### src/rtl/pipe_pkg.sv
// Shared pipeline types and constants for the fetch/decode boundary.
// Holds the default widths, the NOP encoding and the queue entry layout.
package pipe_pkg;

    localparam int ADDR_W  = 10;
    localparam int INSTR_W = 32;

    // sll $0,$0,0: decode treats an empty queue as this bubble.
    localparam logic [31:0] INSTR_NOP = 32'h0000_0000;

    typedef struct packed {
        logic [ADDR_W-1:0]  pc_plus4;
        logic [INSTR_W-1:0] instr;
    } fq_entry_t;

endpackage

### src/rtl/fetch_queue_ram.sv
// Queue storage: DEPTH x W registers, written on the clock edge and read combinationally.
// The data is not reset; the control logic only exposes entries that were written.
module fetch_queue_ram #(
    parameter int DEPTH = 4,
    parameter int W     = 42,
    parameter int PW    = $clog2(DEPTH)
) (
    input  logic          clk,
    input  logic          we,
    input  logic [PW-1:0] waddr,
    input  logic [W-1:0]  wdata,
    input  logic [PW-1:0] raddr,
    output logic [W-1:0]  rdata
);

    logic [W-1:0] mem [DEPTH];

    always_ff @(posedge clk) begin
        if (we) begin
            mem[waddr] <= wdata;
        end
    end

    assign rdata = mem[raddr];

endmodule

### src/rtl/fetch_queue.sv
// Show-ahead fetch->decode FIFO; a push is visible at rd_* one cycle after its edge.
// wr_ready drops only at full (no same-cycle pass-through); flush empties the queue.
module fetch_queue #(
    parameter int DEPTH   = 4,
    parameter int ADDR_W  = 10,
    parameter int INSTR_W = 32
) (
    input  logic                     clk,
    input  logic                     reset,
    input  logic                     wr_valid,
    input  logic [ADDR_W-1:0]        wr_pc_plus4,
    input  logic [INSTR_W-1:0]       wr_instr,
    output logic                     wr_ready,
    output logic                     rd_valid,
    output logic [ADDR_W-1:0]        rd_pc_plus4,
    output logic [INSTR_W-1:0]       rd_instr,
    input  logic                     rd_ready,
    input  logic                     flush,
    output logic [$clog2(DEPTH):0]   count
);

    import pipe_pkg::*;

    localparam int PW = $clog2(DEPTH);
    localparam int CW = PW + 1;
    localparam int W  = ADDR_W + INSTR_W;

    logic [PW-1:0] wr_ptr;
    logic [PW-1:0] rd_ptr;
    logic          push;
    logic          pop;
    logic [W-1:0]  head;

    assign wr_ready = (count != CW'(DEPTH));
    assign rd_valid = (count != '0);
    assign push     = wr_valid && wr_ready && !flush;
    assign pop      = rd_valid && rd_ready && !flush;

    fetch_queue_ram #(
        .DEPTH (DEPTH),
        .W     (W),
        .PW    (PW)
    ) u_ram (
        .clk   (clk),
        .we    (push),
        .waddr (wr_ptr),
        .wdata ({wr_pc_plus4, wr_instr}),
        .raddr (rd_ptr),
        .rdata (head)
    );

    // Full/empty come from count alone; the pointers are free-running mod DEPTH.
    always_ff @(posedge clk or negedge reset) begin
        if (!reset) begin
            wr_ptr <= '0;
            rd_ptr <= '0;
            count  <= '0;
        end else if (flush) begin
            rd_ptr <= wr_ptr;
            count  <= '0;
        end else begin
            if (push) begin
                wr_ptr <= wr_ptr + PW'(1);
            end
            if (pop) begin
                rd_ptr <= rd_ptr + PW'(1);
            end
            if (push && !pop) begin
                count <= count + CW'(1);
            end else if (pop && !push) begin
                count <= count - CW'(1);
            end
        end
    end

    assign rd_pc_plus4 = rd_valid ? head[W-1:INSTR_W] : '0;
    assign rd_instr    = rd_valid ? head[INSTR_W-1:0] : INSTR_W'(INSTR_NOP);

endmodule

### config.mk
export PLATFORM = sky130hd
export DESIGN_NAME = fetch_queue
export DESIGN_NICKNAME = d
export VERILOG_FILES = /design/src/rtl/pipe_pkg.sv /design/src/rtl/fetch_queue_ram.sv /design/src/rtl/fetch_queue.sv
export SDC_FILE = /design/constraint.sdc
export NUM_CORES = 1
export LEC_CHECK = 0
export BUFFER_PORTS_ARGS = -buffer_cell sky130_fd_sc_hd__buf_2
export CAP_MARGIN = 0
export CORE_UTILIZATION = 43
export DETAILED_ROUTE_END_ITERATION = 12
export REMOVE_ABC_BUFFERS = 1
export SLEW_MARGIN = 20
export SYNTH_ARGS = -nofsm -noshare
export SYNTH_HDL_FRONTEND = slang
export SYNTH_SLANG_ARGS = --single-unit
### constraint.sdc
create_clock -name clk -period 2.1 [get_ports clk]
set_input_delay 0.105 -clock clk [delete_from_list [all_inputs] [get_ports clk]]
set_output_delay 0.105 -clock clk [all_outputs]
set_load 0.01 [all_outputs]
==> impl_metrics.yaml, run 1 <==
die:
  rows: 45
  core_area_um2: 15400
  die_w_um: 129
  dieArea_um2: 16500
  ioPinCount: 94
  die_h_um: 129
  start_util_pct: 44.7
routing:
  via_per_inst: 5.04
  drt_iter0_markers: 172
  drc: 0
  dr_total_vias: 3591
  wl_per_cell_um: 18.2
  routed_wl_um: 13000
  dr.pass1.iters: 4
  ant_nets: 0
synth:
  synth_async_sr_flop_share_pct: 4.00
  avgSynthCellArea_um2: 21.1
  synth-edff-count: 168
  yosys_register_bits: 175
  ys.flop_type: "edfxtp_1"
  postSynthCellCount: 326
  syn-cell-area_um2: 6890
  yosys_warnings: 0
  synth_cell_types: 35
  yosysSeqAreaShare_pct: 75.8
power_and_ir_drop:
  p_per_area_nw_per_um2: 1240
  irDropWorstVdd_v: 0.000760
  leakagePower_nw: 3.13
  power.total_mw: 10.9
cells_and_area:
  final_cell_mix: "edfxtp_1 (168), buf_2 (93), dlygate4sd3_1 (44), mux4_2 (42), nor2b_1 (42)"
  drive_above_1_share_pct: 40.1
  fin_area_um2: 8830
  synthToLayoutAreaGrowth_pct: 28.1
  fin_cells: 713
  final_common_cell: "edfxtp_1"
  num-nets-final: 541
  final_util_pct: 57.2
clocking:
  cts.path.max_buffers: 2
  path_clk_slew_ps: 60
  clock_latency_ps: 410
  cts_tree: "yes"
  cts_buffers: 17
  cts.sinks: 175
  htreeDepth: 4
  clock-root-buffer: "clkbuf_16"
sta:
  skew_ps: 5.64
  fmax_mhz: 483
  finalHoldViolCount: 0
  fin_ws_ps: 29.3
  slew_violations: 0
  hold_ws_ps: 46.8
  finalSetupTns_ps: 0
  min_period_ps: 2070
  setup_viol: 0
  worst_pin_slew_ps: 379
  maxSlewHeadroom_pct: 74.4
  final.period_utilization_pct: 98.6
  rsz0062_at_grt: "true"
hold_path:
  hold_path.class: "primary input to register"
  worstHoldPathCells: 2
  holdCritStartpoint: "wr_valid"
  min_to: "count[2]"
run_status:
  status: "finished, final reports clean"
setup_path:
  critPathMaxStageDelay_ps: 550
  r2r_end: "count[1]"
  rr_worst_depth: 6
  critPathKind: "register to register"
  cp_slowest_cell: "fa_2"
  cp.required_ps: 2400
  crit_fanout: 2
  critPathLaunchType: "register"
  regToRegSetupSlack_ps: 30
  worstPathCellList: "or3b_4 > and3_4 > and2_4 > fa_2 > a21oi_2 > a221o_1"
  r2r_start: "count[0]"
  arrival_ps: 2370
  endpoint_kind: "register"
placed_design:
  dpl-instance-area_um2: 7800
  io_buffer_count: 93
  dp_hpwl_um: 7750
  dp.cells: 633
  gp_congestion: 0.768
  dp_slack_ps: -143
flow_run:
  drv_cap: 0
global_route:
  grt_pass1_wl_um: 20300
  overflow: 0
  grt_pass1_vias: 3788
  antenna_found_initial: 1
  grt_usage_pct: 17.0
  grt_max_degree: 44
flip-flops by register name, summed over array words and instances (netlist names):
signal / cells
count: 3
rd_ptr: 2
u_ram.mem: 168
wr_ptr: 2
worst max path at each step:
stage,start,to,slack [ps],cells past startpoint
floorplan,rd_ptr[0],rd_ptr[1],-630,3
detailed placement,count[1],count[2],-140,7
CTS,count[0],count[1],-30,6
global route,count[1],count[1],-30,6
finish,count[0],count[1],30,6
global placement,count[1],count[2],-110,7
power by group:
group          leakage [nW]  switching, mW  internal, mW  total (mW)
Sequential             1.61          0.133          4.25        4.39
Combinational          1.27           1.86          1.90        3.76
Clock                 0.250           1.17          1.60        2.77
worst max-delay path: cells and delay by family, from the launching register on:
family / cells / cell delay (ps)
AND/OR/NAND/NOR: 3 / 700
adder cells (fa/ha/maj): 1 / 550
AO/OA/AOI/OAI: 2 / 340
flip-flops: 1 / 370
layout make-up:
class | count | area, um^2
inverter | 6 | 22.5
clock buffer | 21 | 440
tap | 211 | 264
fill | 1238 | 6600
sequential | 175 | 5230
antenna | 1 | 2.50
multi-input combinational | 127 | 1620
clock inverter | 10 | 72.6
timing repair buffer | 162 | 1180
per-layer routing:
layer | track usage, % | vias to the layer above | share of wire, %
met5 | 0 | - | 0
met4 | 5.81 | 0 | 1.1
met3 | 4.70 | 14 | 4.7
met2 | 27.7 | 99 | 49
met1 | 22.2 | 1842 | 45
li1 | - | 1636 | -
cell usage after synthesis (2+ instances only):
master    instances  area (um^2)
dfrtp_1           7          175
clkbuf_1         10         37.5
edfxtp_1        168         5040
inv_1             6         22.5
nor2_1            3         11.3
o311ai_0          2         17.5
nor2b_1          42          263
xor2_1            2         17.5
xnor2_1           2         17.5
and2_1            5         31.3
buf_2             6         30.0
nand2_1           3         11.3
a21oi_1           2         10.0
o21ai_0           2         10.0
ha_1              4         50.1
and3b_1           2         17.5
mux4_2           42          946
cells by family after synthesis:
family	share of synthesized area (%)
flops	75.8
mux	14.3
compound gates	1.40
buf+inv	1.58
simple gates	5.48
fa+ha+maj	1.02
xor+xnor	0.509
what timing repair did:
action / 4_1_cts / 5_1_grt
pin swaps: 4 / 3
gates resized for setup: 8 / 5
gates cloned: 0 / 0
hold endpoints to repair: 176 / 0
hold buffers: 44 / 0
setup buffers: 4 / 0
endpoints found under the setup margin: 33 / 6
Power figures use the tool's default switching activity.
==> inputs of run 2 (changes only) <==
- CORE_MARGIN: default -> 5
- clock period: 2.1 -> 2.2 ns (I/O delays scaled with it)
==> impl_metrics.yaml, run 2 (same netlist as run 1, synthesis figures left out) <==
power_and_ir_drop:
  leakagePower_nw: 3.13
  power.total_mw: 10.6
  irDropWorstVdd_v: 0.000693
  p_per_area_nw_per_um2: 1200
hold_path:
  hold_path.class: "primary input to asynchronous set/reset pin"
run_status:
  status: "finished, final reports clean"
routing:
  dr_total_vias: 3560
  routed_wl_um: 13600
  drt_iter0_markers: 183
  wl_per_cell_um: 19.1
  via_per_inst: 4.99
  dr.pass1.iters: 4
  ant_nets: 0
  drc: 0
clocking:
  cts.path.max_buffers: 2
  clock_latency_ps: 420
  cts_buffers: 17
  cts_tree: "yes"
  htreeDepth: 4
  cts.sinks: 175
  cts_setup_buffers: 0
  clock-root-buffer: "clkbuf_16"
  path_clk_slew_ps: 70
cells_and_area:
  drive_above_1_share_pct: 40.8
  synthToLayoutAreaGrowth_pct: 27.8
  fin_area_um2: 8810
  final_cell_mix: "edfxtp_1 (168), buf_2 (93), dlygate4sd3_1 (45), mux4_2 (42), nor2b_1 (42)"
  largestRegisters: "u_ram.mem x168, count x3"
  final_util_pct: 55.7
  seq_area_um2: 5230
  nFillCells: 1263
  multi_input_area_um2: 1600
  largest_reg_flops: 168
  fin_cells: 714
  final_common_cell: "edfxtp_1"
  num-nets-final: 536
  top_register: "u_ram.mem"
sta:
  min_period_ps: 2150
  slew_violations: 0
  maxSlewHeadroom_pct: 69.7
  fin_ws_ps: 52.7
  finalHoldViolCount: 0
  final.period_utilization_pct: 97.6
  worst_pin_slew_ps: 449
  fmax_mhz: 466
  rsz0062_at_grt: "false"
  skew_ps: 10.4
  hold_ws_ps: 47.4
  setup_viol: 0
  finalSetupTns_ps: 0
global_route:
  antenna_found_initial: 1
  grt_usage_pct: 15.6
  grt_pass1_vias: 3961
  grt_max_degree: 44
  overflow: 0
  grt_pass1_wl_um: 21400
die:
  dieArea_um2: 18700
  die_w_um: 137
  ioPinCount: 94
  core_area_um2: 15800
  start_util_pct: 43.5
  die_h_um: 137
  rows: 46
setup_path:
  endpoint_kind: "register"
  arrival_ps: 2460
  regToRegSetupSlack_ps: 50
  crit_fanout: 2
  critPathKind: "register to register"
  cp.required_ps: 2510
  critPathLaunchType: "register"
placed_design:
  dpl-instance-area_um2: 7740
  dp_slack_ps: -63.8
  dp_hpwl_um: 8200
  gp_congestion: 0.742
  io_buffer_count: 93
  dp.cells: 635
flow_run:
  drv_cap: 0
run 2: changes by cell type in the layout (fill, tap and decap cells not counted), moves of 3 or more:
| cell | before | now |
|---|---|---|
| buf_12 | 7 | 4 |
| buf_4 | 17 | 13 |
| clkbuf_1 | 4 | 0 |
| clkinv_1 | 4 | 0 |
| clkinv_4 | 0 | 4 |
| inv_6 | 0 | 3 |
| inv_8 | 0 | 4 |
run 2: power breakdown:
group	total [mW]	leakage, nW	internal, mW	switching, mW
clock network	2.80	0.276	1.48	1.31
registers	4.24	1.61	4.06	0.175
logic	3.52	1.24	1.77	1.75
run 2: final cells by class:
| type | instances | share of cell area, % |
|---|---|---|
| inverter | 6 | 0.256 |
| antenna | 1 | 0.0284 |
| tap | 216 | 3.07 |
| timing repair buffer | 157 | 12.8 |
| clock buffer | 17 | 4.83 |
| multi-input combinational | 127 | 18.2 |
| clock inverter | 15 | 1.46 |
| sequential | 175 | 59.3 |
run 2: final timing paths:
check,startpoint,end,cells after the start
min in group clk,rd_ready,count[0],4
worst max-delay path,count[1],count[1],6
worst min register to register,wr_ptr[0],rd_ptr[0],2
worst min-delay path,reset,count[2],2
max in group asynchronous,reset,rd_ptr[0],2
worst max register to register,count[1],count[1],6
run 2: repair_timing:
| action | in CTS | in global routing |
|---|---|---|
| cloned | 0 | 1 |
| pin swaps | 0 | 5 |
| hold endpoints to repair | 179 | 0 |
| endpoints found under the setup margin | 4 | 3 |
| resized for setup | 5 | 7 |
| hold buffers | 45 | 0 |
run 2: critical path: stages (launching register included):
cell	delay [ps]
dfrtp_1	400
or3b_4	380
and3_4	160
and2_4	130
fa_2	580
a21oi_1	50
a221o_1	330
run 2: routing by layer:
layer / global-route usage [%] / share of wire, % / wire [um] / up-vias
li1: - / - / - / 1634
met1: 20.6 / 45 / 6100 / 1828
met2: 24.9 / 49 / 6630 / 86
met3: 4.82 / 5.3 / 723 / 12
met4: 5.21 / 1.1 / 152 / 0
met5: 0 / 0 / 0 / -
